File: config.mk
export PLATFORM = sky130hd
export DESIGN_NAME = vending_credit_ctrl
export DESIGN_NICKNAME = d
export VERILOG_FILES = /design/src/rtl/vending_credit_ctrl.sv
export SDC_FILE = /design/constraint.sdc
export NUM_CORES = 1
export LEC_CHECK = 0
export ABC_CLOCK_PERIOD_IN_PS = 2500
export CORE_ASPECT_RATIO = 1.1
export CORE_UTILIZATION = 40
export CTS_CLUSTER_SIZE = 14
export DETAILED_ROUTE_END_ITERATION = 10
export SLEW_MARGIN = 15
export SYNTH_ARGS = -nofsm -noshare
export SYNTH_HDL_FRONTEND = slang
export SYNTH_SLANG_ARGS = --single-unit
File: constraint.sdc
create_clock -name clk -period 2.5 [get_ports clk]
set_clock_uncertainty 0.05 [all_clocks]
set_input_delay 0.375 -clock clk [delete_from_list [all_inputs] [get_ports clk]]
set_output_delay 0.375 -clock clk [all_outputs]
set_load 0.03 [all_outputs]
File: src/rtl/vending_credit_ctrl.sv
// vending_credit_ctrl
//   Coin-credit controller for the vending machine. It accumulates inserted coins,
//   handles item selection and cancel, and pays change out one coin per cycle. It
//   feeds the two-digit seven-segment display stage, which latches value on every
//   clock edge where load is high.
//
// Ports
//   clk          in   system clock, rising edge
//   rst          in   asynchronous active-low reset
//   coin_lo      in   1-cycle pulse, small coin inserted
//   coin_hi      in   1-cycle pulse, large coin inserted
//   sel[2:0]     in   one-hot item select pulse {C,B,A}; other codes ignored
//   cancel       in   1-cycle pulse, refund all credit
//   value[7:0]   out  current credit, binary, zero-extended
//   load         out  high in the cycle value takes a new value (high in reset)
//   dispense     out  one-hot 1-cycle pulse, item released {C,B,A}
//   coin_out_lo  out  1-cycle pulse, return one small coin
//   coin_out_hi  out  1-cycle pulse, return one large coin
//   coin_reject  out  1-cycle pulse, inserted coin(s) bounced
//   busy         out  high in VEND and CHANGE
//   state_dbg    out  current FSM state (0 IDLE, 1 COLLECT, 2 VEND, 3 CHANGE)
//
// Every output is a register, so each response shows up one cycle after the
// input pulse. The state register names the state whose outputs are visible:
// a vend or a payout step is performed on the edge that enters the state.
module vending_credit_ctrl #(
  parameter int COIN_LO    = 5,
  parameter int COIN_HI    = 10,
  parameter int PRICE_A    = 15,
  parameter int PRICE_B    = 25,
  parameter int PRICE_C    = 40,
  parameter int MAX_CREDIT = 95
) (
  input  logic       clk,
  input  logic       rst,
  input  logic       coin_lo,
  input  logic       coin_hi,
  input  logic [2:0] sel,
  input  logic       cancel,
  output logic [7:0] value,
  output logic       load,
  output logic [2:0] dispense,
  output logic       coin_out_lo,
  output logic       coin_out_hi,
  output logic       coin_reject,
  output logic       busy,
  output logic [1:0] state_dbg
);

  typedef enum logic [1:0] {
    IDLE    = 2'd0,
    COLLECT = 2'd1,
    VEND    = 2'd2,
    CHANGE  = 2'd3
  } state_t;

  localparam logic [7:0] C_LO  = 8'(COIN_LO);
  localparam logic [7:0] C_HI  = 8'(COIN_HI);
  localparam logic [7:0] P_A   = 8'(PRICE_A);
  localparam logic [7:0] P_B   = 8'(PRICE_B);
  localparam logic [7:0] P_C   = 8'(PRICE_C);
  localparam logic [7:0] C_MAX = 8'(MAX_CREDIT);

  state_t     state, state_n;
  logic [7:0] credit, credit_n;
  logic       load_n, out_lo_n, out_hi_n, reject_n, busy_n;
  logic [2:0] dispense_n;

  logic [7:0] add, sum, price, pay_amt;
  logic       coin_in, sel_ok, pay_hi;

  always_comb begin
    add     = (coin_lo ? C_LO : 8'd0) + (coin_hi ? C_HI : 8'd0);
    coin_in = coin_lo | coin_hi;
    // Worst case is MAX_CREDIT + both coins, well inside 8 bits.
    sum     = credit + add;
    sel_ok  = 1'b1;
    case (sel)
      3'b001:  price = P_A;
      3'b010:  price = P_B;
      3'b100:  price = P_C;
      default: begin
        price  = 8'd0;
        sel_ok = 1'b0;
      end
    endcase
    // Credit is always a multiple of COIN_LO, so a non-zero credit covers at
    // least one small coin and the payout step cannot underflow.
    pay_hi  = credit >= C_HI;
    pay_amt = pay_hi ? C_HI : C_LO;
  end

  always_comb begin
    state_n    = state;
    credit_n   = credit;
    load_n     = 1'b0;
    dispense_n = 3'b000;
    out_lo_n   = 1'b0;
    out_hi_n   = 1'b0;
    reject_n   = 1'b0;

    case (state)
      IDLE, COLLECT: begin
        if (state == COLLECT && cancel) begin
          // First refund coin goes out on the same edge as the cancel.
          state_n  = CHANGE;
          reject_n = coin_in;
          credit_n = credit - pay_amt;
          out_hi_n = pay_hi;
          out_lo_n = !pay_hi;
          load_n   = 1'b1;
        end else if (state == COLLECT && sel_ok && credit >= price) begin
          state_n    = VEND;
          reject_n   = coin_in;
          dispense_n = sel;
          credit_n   = credit - price;
          load_n     = 1'b1;
        end else if (coin_in) begin
          // Unaffordable select falls through here, so coins still count.
          if (sum <= C_MAX) begin
            credit_n = sum;
            load_n   = 1'b1;
            state_n  = COLLECT;
          end else begin
            reject_n = 1'b1;
          end
        end
      end
      VEND, CHANGE: begin
        reject_n = coin_in;
        if (credit != 8'd0) begin
          state_n  = CHANGE;
          credit_n = credit - pay_amt;
          out_hi_n = pay_hi;
          out_lo_n = !pay_hi;
          load_n   = 1'b1;
        end else begin
          state_n = IDLE;
        end
      end
      default: state_n = IDLE;
    endcase

    busy_n = (state_n == VEND) || (state_n == CHANGE);
  end

  always_ff @(posedge clk or negedge rst) begin
    if (!rst) begin
      state       <= IDLE;
      credit      <= 8'd0;
      load        <= 1'b1;
      dispense    <= 3'b000;
      coin_out_lo <= 1'b0;
      coin_out_hi <= 1'b0;
      coin_reject <= 1'b0;
      busy        <= 1'b0;
    end else begin
      state       <= state_n;
      credit      <= credit_n;
      load        <= load_n;
      dispense    <= dispense_n;
      coin_out_lo <= out_lo_n;
      coin_out_hi <= out_hi_n;
      coin_reject <= reject_n;
      busy        <= busy_n;
    end
  end

  assign value     = credit;
  assign state_dbg = state;

endmodule
==> results of run 1 <==
Yosys cell counts, types with 3 or more instances:
cell type / number
dfrtp_1: 17
nand2_1: 15
o21ai_0: 15
ha_1: 14
nor2_1: 14
inv_1: 12
a21oi_1: 8
o211ai_1: 8
o21a_1: 8
nor3_1: 7
a21o_1: 5
a31oi_1: 5
and3_1: 5
nor2b_1: 4
xnor2_1: 4
buf_2: 3
buf_4: 3
fa_1: 3
or2_2: 3
xor2_1: 3
where the power goes:
group | total, mW | internal (mW) | leakage [nW] | switching [mW]
logic | 3.29 | 1.67 | 1.05 | 1.62
registers | 0.478 | 0.390 | 0.197 | 0.0875
clock network | 0.255 | 0.140 | 0.0288 | 0.115
logic make-up (layout without fill, tap and decap cells):
group / Yosys count / in the layout / share of synthesized area (%)
muxes: 1 / 1 / 0.567
xor gates and xnor gates: 7 / 7 / 3.47
buffers and inverters: 22 / 124 / 6.02
adders and majority gates: 17 / 17 / 13.3
DFF: 18 / 18 / 25.6
and+or+nand+nor: 64 / 64 / 20.6
AOI/OAI and AO/OA: 71 / 71 / 30.5
layout by cell type, fill, tap and decap left out, types with 3 or more instances in the layout:
| cell | instances |
|---|---|
| o21ai_1 | 5 |
| nor3_1 | 6 |
| nand2_1 | 13 |
| and3_1 | 4 |
| o211ai_1 | 8 |
| o21a_1 | 8 |
| nor2_1 | 11 |
| a21o_1 | 5 |
| inv_2 | 4 |
| buf_6 | 11 |
| a31oi_4 | 3 |
| clkbuf_8 | 4 |
| clkdlybuf4s50_1 | 20 |
| dfrtp_1 | 9 |
| o21ai_2 | 4 |
| a21oi_1 | 6 |
| o21ai_0 | 6 |
| fa_2 | 3 |
| dfrtp_2 | 8 |
| xnor2_1 | 4 |
| nor2_4 | 3 |
| ha_4 | 11 |
| buf_4 | 73 |
| inv_1 | 7 |
metal layers:
layer / vias to the layer above / GRT usage [%] / part of all wire (%) / wire [microns]
met5: - / 0 / 0 / 0
met3: 26 / 5.10 / 7.4 / 488
met1: 992 / 34.4 / 38 / 2470
li1: 944 / - / - / -
met2: 112 / 49.5 / 51 / 3310
met4: 0 / 14.7 / 4.4 / 286
area by class of cell:
type	instances	area (sq um)
Timing Repair Buffer	108	906
Tap cell	52	65.1
Sequential cell	18	462
Inverter	12	48.8
Multi-Input combinational cell	160	1570
Clock buffer	4	55.1
Fill cell	270	975
path summary, 6_finish.rpt:
path                                   start           end  slack [ns]  cells after the start
worst max-delay path                value[1]      value[5]       -0.17                     11
worst min-delay path                  sel[2]   dispense[2]        0.32                      2
worst max register to register      value[1]      value[5]       -0.17                     11
worst min register to register  state_dbg[0]  state_dbg[0]        0.64                      2
max in group asynchronous                rst          load        1.25                      2
min in group asynchronous                rst  state_dbg[0]        0.52                      1
stage by stage:
stage          hold slack, ns  utilization (%)
6_report                0.319             76.1
5_1_grt                 0.343             76.1
4_1_cts                 0.365             69.5
3_5_place_dp            0.492             62.0
2_1_floorplan          0.0294                -
3_3_place_gp            0.492             62.0
sequential cells by signal (all words and copies together) (netlist names):
register and count:
coin_out_hi 1, load 1, coin_reject 1, value 8
coin_out_lo 1, state_dbg 2, dispense 3, busy 1
repair_timing:
action / in CTS / in global routing
pin swaps: 23 / 24
gates cloned: 1 / 0
setup endpoints to repair: 16 / 9
setup buffers: 7 / 16
resized for setup: 49 / 42
==> impl_results.md, run 1 <==
* Power Total at slightly above 4 mW
* Setup crit end kind: flop
* Crit path kind: flop to flop
* Site row count at 24
* Initial core utilization at 43.3%
* Nature of the critical path startpoint: flop
* Max-cap viol count at 0
* P_leak at approximately 1.3 nW
* FF+latch count, synth at 18
* Post-Syn Area at between 1500 and 2000 sq um
* Critical path's most frequent cell: o31ai_1
* Die area at between 4000 and 5000 sq um
* Post-synth EDFFs at 0
* Routability cong. at 0.924
* # diodes at 0
* Vias at a little over 2000
* CP Cell Sequence: or2_4, a21o_1, inv_2, ha_4, nor2b_4, o31a_1, o31ai_1, o211ai_1, a311oi_1, a21bo_1, o31ai_1
* Final Instance Area at 3110 sq um
* Initial drt markers at 233
* RSZ-0062 raised after global routing: yes
* Post-placement setup slack at -0.877 ns
* Synth area leader: dfrtp_1
* Synth top area share at 24.1%
* Final setup violation count at 6
* Ys Warns at 0
* Syn_nets at 225
* CP top delay family: compound AO/OA/AOI/OAI gates
* CTS Buf Count at 3
* Critical path data required time at ~2.6 ns
* Clock sinks at 18
* Unique masters post-synth at 53
* CTS root buffer: clkbuf_8
* Nets at about 330
* Largest net degree at the start of global routing at 19
* Wirelength per Cell at 18.5 microns
* Final hold vios at 0
* Vias in the first global route at ~2000
* Cts hold-fix bufs at 0
* Max frequency at 374 MHz
* Post-Synthesis Cells at 200
* Worst VDD drop at 0.000886 V
* Worst Hold Class: input port to flop
* Failing checks: setup timing
* Io pins at 26
* Antenna-violating nets left at 0
* Final wirelength at approximately 6600 microns
* Buf+Inv Stages, Crit Path at 1
* Fin crit period at 2.67 ns
* Core area at 4080 sq um
* GRT overflow at 0
* Least-Margin Pin Slew at 0.809 ns
* Overall routing resource usage at 29.0%
* Initial antenna violation count at 0
* Critical path's slowest cell: dfrtp_2
* DIE WIDTH at 65.4 microns
* Area Growth Syn to Fin at 76.0%
* PwrDens at 1290 nW/um^2
* Top cells by area, synth: dfrtp_1, ha_1, o21ai_0, fa_1, o211ai_1
* Clk buf depth at 2
* Worst path arrival time at 2.80 ns
* I/O Buffers at 25
* HPWL after DPL at 4340 microns
* Setup ws final at -0.172 ns
* Via/cell ratio at 5.86
* CTS tree: built
* Worst-skew pair later-pin latency at 0.26 ns
* Count of pins over their slew limit at 0
* Seq/Total Area, Yosys at 25.6%
* Post-route insts no fill at approximately 350
* Vert. Die Dim at ~72 microns
* Final period util at 107%
* Max incr delay on CP at ~0.43 ns
* Post-Synthesis Mean Instance Area at 8.83 sq um
* DRT Pass-1 Iters at 4
* Status: finished with violations
* Placed inst area at 2530 sq um
* Synth Flop Type: dfrtp_1
* Global-route wire length before repair at 10200 microns
* DRC viols at 0
* Fraction of layout cells with a size suffix above 1 at 52.6%
* Synth async-reset ratio at 100%
* CTS H-tree depth at 1
* Peak fanout along the critical path at 4
* Worst slew margin at 45.9%
* Clock transition at path regs at ~0.080 ns
* TNS Setup at -0.491 ns
* Placed cell count at 326
No activity file was read; power rests on OpenSTA's default activity.
==> run 2: changes to the inputs <==
--- a/config.mk
+++ b/config.mk
@@ -10,6 +10,7 @@
 export CORE_UTILIZATION = 40
 export CTS_CLUSTER_SIZE = 14
 export DETAILED_ROUTE_END_ITERATION = 10
+export REMOVE_ABC_BUFFERS = 1
 export SLEW_MARGIN = 15
 export SYNTH_ARGS = -nofsm -noshare
 export SYNTH_HDL_FRONTEND = slang
==> impl_results.md, run 2 (synthesized netlist as in run 1, its figures left out) <==
* Largest net degree at the start of global routing at 19
* Final wirelength at between 6000 and 7000 microns
* I/O Buffers at 25
* DRT Pass-1 Iters at 4
* Setup crit end kind: flop
* Vias in the first global route at 2037
* CTS tree: built
* Fillers at 302
* Final hold vios at 0
* FF-to-FF setup slack at -0.23 ns
* Buf+Inv Stages, Crit Path at 2
* # diodes at 0
* CP top delay family: compound AO/OA/AOI/OAI gates
* Initial core utilization at a little over two fifths
* Post-route insts no fill at 355
* Global-route wire length before repair at about 10000 microns
* Core area at around 4100 sq um
* Nature of the critical path startpoint: flop
* Max reg flops at 8
* CTS root buffer: clkbuf_8
* Via/cell ratio at 5.66
* Max incr delay on CP at 0.44 ns
* Placed cell count at 327
* Peak fanout along the critical path at 4
* Worst slew margin at 73.3%
* Count of pins over their slew limit at 0
* Nets at between 300 and 400
* Critical path's slowest cell: or4_1
* Post-placement setup slack at -0.914 ns
* Least-Margin Pin Slew at 0.400 ns
* Clock transition at path regs at 0.07 ns
* P_leak at 1.29 nW
* Max-cap viol count at 0
* Initial drt markers at 133
* Crit path kind: flop to flop
* Routability cong. at roughly 0.88
* RSZ-0062 raised after global routing: yes
* Initial antenna violation count at 0
* Failing checks: setup timing
* Worst-skew pair later-pin latency at 0.26 ns
* PwrDens at 1300 nW/um^2
* Final setup violation count at 6
* Reg area at roughly 450 sq um
* Site row count at 24
* Clock sinks at 18
* Worst Hold Class: input port to flop
* Max frequency at 366 MHz
* CTS Buf Count at 3
* Overall routing resource usage at 27.4%
* Fin crit period at 2.73 ns
* Die area at between 4000 and 5000 sq um
* Crit Reg-Reg Endpoint: value[5]
* DRC viols at 0
* Setup ws final at -0.232 ns
* Wirelength per Cell at between 15 and 20 microns
* Crit. path cell count at 12
* Fraction of layout cells with a size suffix above 1 at between 40% and 50%
* Worst path arrival time at 2.83 ns
* Io pins at 26
* Cts hold-fix bufs at 0
* CTS H-tree depth at 1
* Final hold slack at roughly 0.35 ns
* Worst VDD drop at roughly 0.00080 V
* Critical path data required time at 2.60 ns
* Core Util, Final at between 70 and 80%
* HPWL after DPL at 4170 microns
* Most frequent cells in the layout: buf_4, clkdlybuf4s50_1, dfrtp_1
* Area Growth Syn to Fin at 71.4%
* Hold path start: sel[1]
* Worst R2R Path Depth at 12
* Antenna-violating nets left at 0
* Clk buf depth at 2
* Vias at 2009
* GRT overflow at 0
* CP startpoint: value[1]
* CP Cell Sequence: or2_4, a21o_1, inv_2, buf_4, ha_1, nor2b_1, o31a_1, or4_1, o211ai_1, a311oi_2, a21bo_1, o31ai_1
* DIE WIDTH at 65.4 microns
* Vert. Die Dim at 71.7 microns
* Crit path to: value[5]
* Status: finished with violations
* Final period util at 109%
* Reg2Reg Launch Point: value[1]
* Multi-input logic area at 1490 sq um
* Most common cell after layout, fill and taps aside: buf_4
==> run 2: power by group <==
part / switching [mW] / internal, mW / total (mW)
Combinational: 1.58 / 1.66 / 3.23
Sequential: 0.0659 / 0.378 / 0.444
Clock: 0.110 / 0.140 / 0.251
==> run 2: metal layers <==
metal,share of wire [%],vias to the layer above,track usage (%),wire [microns]
li1,-,953,-,-
met1,41,975,33.2,2580
met2,52,70,49.4,3240
met3,5.0,11,1.91,310
met4,2.1,0,11.6,129
met5,0,-,0,0
==> run 2: per-stage QoR <==
stage	TNS, ns	instance area [sq um]	power (mW)
2_1_floorplan	-10.38	1710	1.87
3_3_place_gp	-9.49	2470	2.79
3_5_place_dp	-10.42	2470	2.86
4_1_cts	-0.388	2770	3.46
5_1_grt	-1.44	3030	4.16
6_report	-0.451	3030	3.93
==> run 2: worst min path at each step <==
stage	to	depth (start not counted)	slack [ns]
2_1_floorplan	busy	0	0.03
3_3_place_gp	value[6]	2	0.59
3_5_place_dp	value[0]	2	0.60
4_1_cts	dispense[1]	2	0.36
5_1_grt	dispense[1]	2	0.36
6_report	dispense[1]	2	0.35
==> run 2: final cells by class <==
| cell class | instances | area share [%] |
|---|---|---|
| clock buffer | 4 | 1.82 |
| multi-input combinational | 160 | 49.3 |
| tap | 52 | 2.15 |
| sequential | 18 | 14.9 |
| inverter | 12 | 1.61 |
| timing repair buffer | 109 | 30.2 |
==> run 2: worst register-to-register path, delay by kind of cell (launching register included) <==
family          cells  cell delay [ns]
compound gates      6             1.04
fa+ha+maj           1             0.18
buf+inv             2             0.19
flops               1             0.39
simple gates        3             0.77
==> run 2: repair_timing <==
item,CTS,global route
gates cloned,1,0
resized for setup,47,39
pin swaps,15,12
setup endpoints to repair,16,12
buffers inserted,12,11
==> run 3: changes to the inputs <==
--- a/config.mk
+++ b/config.mk
@@ -8,6 +8,7 @@
 export ABC_CLOCK_PERIOD_IN_PS = 2500
 export CORE_ASPECT_RATIO = 1.1
 export CORE_UTILIZATION = 40
+export CTS_BUF_LIST = sky130_fd_sc_hd__clkbuf_4
 export CTS_CLUSTER_SIZE = 14
 export DETAILED_ROUTE_END_ITERATION = 10
 export REMOVE_ABC_BUFFERS = 1
==> impl_results.md, run 3 (synthesized netlist as in run 1, its figures left out) <==
* Status: finished with violations
* Failing checks: setup timing
* Site row count at 24
* Nature of the critical path startpoint: flop
* Area Growth Syn to Fin at 67.7%
* Gate power share at a little over four fifths
* DRT Pass-1 Iters at 4
* Vias in the first global route at around 2000
* Switching pwr at ~1.7 mW
* P_leak at 1.24 nW
* PwrDens at 1280 nW/um^2
* Routability cong. at between 0.8 and 0.9
* DIE WIDTH at 65.4 microns
* Wirelength per Cell at 17.8 microns
* Max-cap viol count at 0
* Global-route wire length before repair at 9440 microns
* Critical path's most frequent cell: o31ai_2
* Max incr delay on CP at 0.41 ns
* Nets at 324
* Clock sinks at 18
* Fraction of layout cells with a size suffix above 1 at 47.0%
* Most common cell after layout, fill and taps aside: buf_4
* Post-route insts no fill at 350
* Most frequent cells in the layout: buf_4, clkdlybuf4s50_1, dfrtp_1
* Cts hold-fix bufs at 0
* Fin crit period at 2.73 ns
* Initial core utilization at 43.3%
* Max reg flops at 8
* Final hold vios at 0
* Die area at 4690 sq um
* Worst slew margin at 71.6%
* Setup crit end kind: flop
* Fillers at 311
* # diodes at 0
* Largest net degree at the start of global routing at 19
* Max frequency at 366 MHz
* Core area at a little over 4000 sq um
* Clock power share at 4.4%
* Worst path arrival time at a little under 3 ns
* Placed inst area at 2470 sq um
* Final wirelength at 6240 microns
* Worst Hold Class: input port to flop
* Clk buf depth at 2
* Reg area at roughly 450 sq um
* Antenna-violating nets left at 0
* Worst VDD drop at 0.000727 V
* Via/cell ratio at 5.68
* Clock transition at path regs at roughly 0.12 ns
* GRT overflow at 0
* CTS Buf Count at 3
* Critical path's slowest cell: dfrtp_1
* DRC viols at 0
* Setup ws final at -0.230 ns
* Initial antenna violation count at 0
* Peak fanout along the critical path at 4
* CTS H-tree depth at 1
* Least-Margin Pin Slew at approximately 0.42 ns
* Core Util, Final at between 70 and 80%
* Critical path data required time at around 2.7 ns
* Part of the power in registers at 11.6%
* Vert. Die Dim at 71.7 microns
* CTS tree: built
* Placed cell count at 327
* Initial drt markers at 106
* Vias at 1988
* CTS root buffer: clkbuf_4
* Multi-input logic area at 1510 sq um
* Crit path kind: flop to flop
* Count of pins over their slew limit at 0
* Final period util at 109%
* Worst-skew pair later-pin latency at between 0.3 and 0.4 ns
* Final setup violation count at 7
* Switch share at 45.7%
* Final Instance Area at 2960 sq um
* RSZ-0062 raised after global routing: yes
* Pint at between 2 and 2.5 mW
* Overall routing resource usage at about a quarter
* CP Cell Sequence: or2_4, a21o_1, inv_2, ha_4, nor2b_4, o31a_1, o31ai_2, o211ai_1, a311oi_2, a21bo_1, o31ai_2
* I/O Buffers at 25
* Io pins at 26
* HPWL after DPL at 4170 microns
-- run 3: area by class of cell --
class                   instances  share of cell area (%)
flip-flops and latches         18                    15.2
clock buffers                   3                   0.760
well taps                      52                    2.20
clock inverters                 1                   0.127
multi-input cells             160                    50.9
inverters                      12                    1.65
repair buffers                104                    29.1
-- run 3: power by group through the flow --
stage | registers, mW | clock network (mW) | logic, mW
detailed placement | 0.430 | 0 | 2.43
floorplan | 0.675 | 0 | 1.20
global route | 0.446 | 0.176 | 3.41
global placement | 0.425 | 0 | 2.37
finish | 0.443 | 0.166 | 3.19
CTS | 0.434 | 0.169 | 2.78
-- run 3: per-stage QoR --
stage	power (mW)	TNS (ns)	hold WS (ns)	worst slack, ns
2_1_floorplan	1.87	-10.38	0.0294	-1.05
3_3_place_gp	2.79	-9.49	0.587	-0.834
3_5_place_dp	2.86	-10.42	0.596	-0.914
4_1_cts	3.38	-0.413	0.347	-0.127
5_1_grt	4.04	-1.44	0.289	-0.375
6_report	3.80	-0.552	0.294	-0.230
-- run 3: worst paths after layout --
path,start,endpoint,slack [ns],cells past startpoint
min reg2reg,state_dbg[0],state_dbg[0],0.62,2
max in group asynchronous,rst,load,1.79,2
max reg2reg,value[2],value[5],-0.23,11
min in group asynchronous,rst,dispense[2],0.34,2
max,value[2],value[5],-0.23,11
min,sel[1],dispense[1],0.29,2
-- run 3: what timing repair did --
item	in CTS	in global routing
gates cloned	1	0
pin swaps	14	22
setup endpoints to repair	16	9
setup buffers	12	7
gates resized for setup	37	46
-- run 3: layer usage --
layer | track usage (%) | wire length (microns)
met5 | 0 | 0
met4 | 11.1 | 149
met3 | 1.11 | 246
met2 | 48.5 | 3270
met1 | 32.4 | 2580
-- run 3: critical path: cells and delay by family, from the launching register on --
family	cells	cell delay, ns
buf+inv	1	0.11
flops	1	0.41
fa+ha+maj	1	0.20
simple gates	2	0.39
compound gates	7	1.49
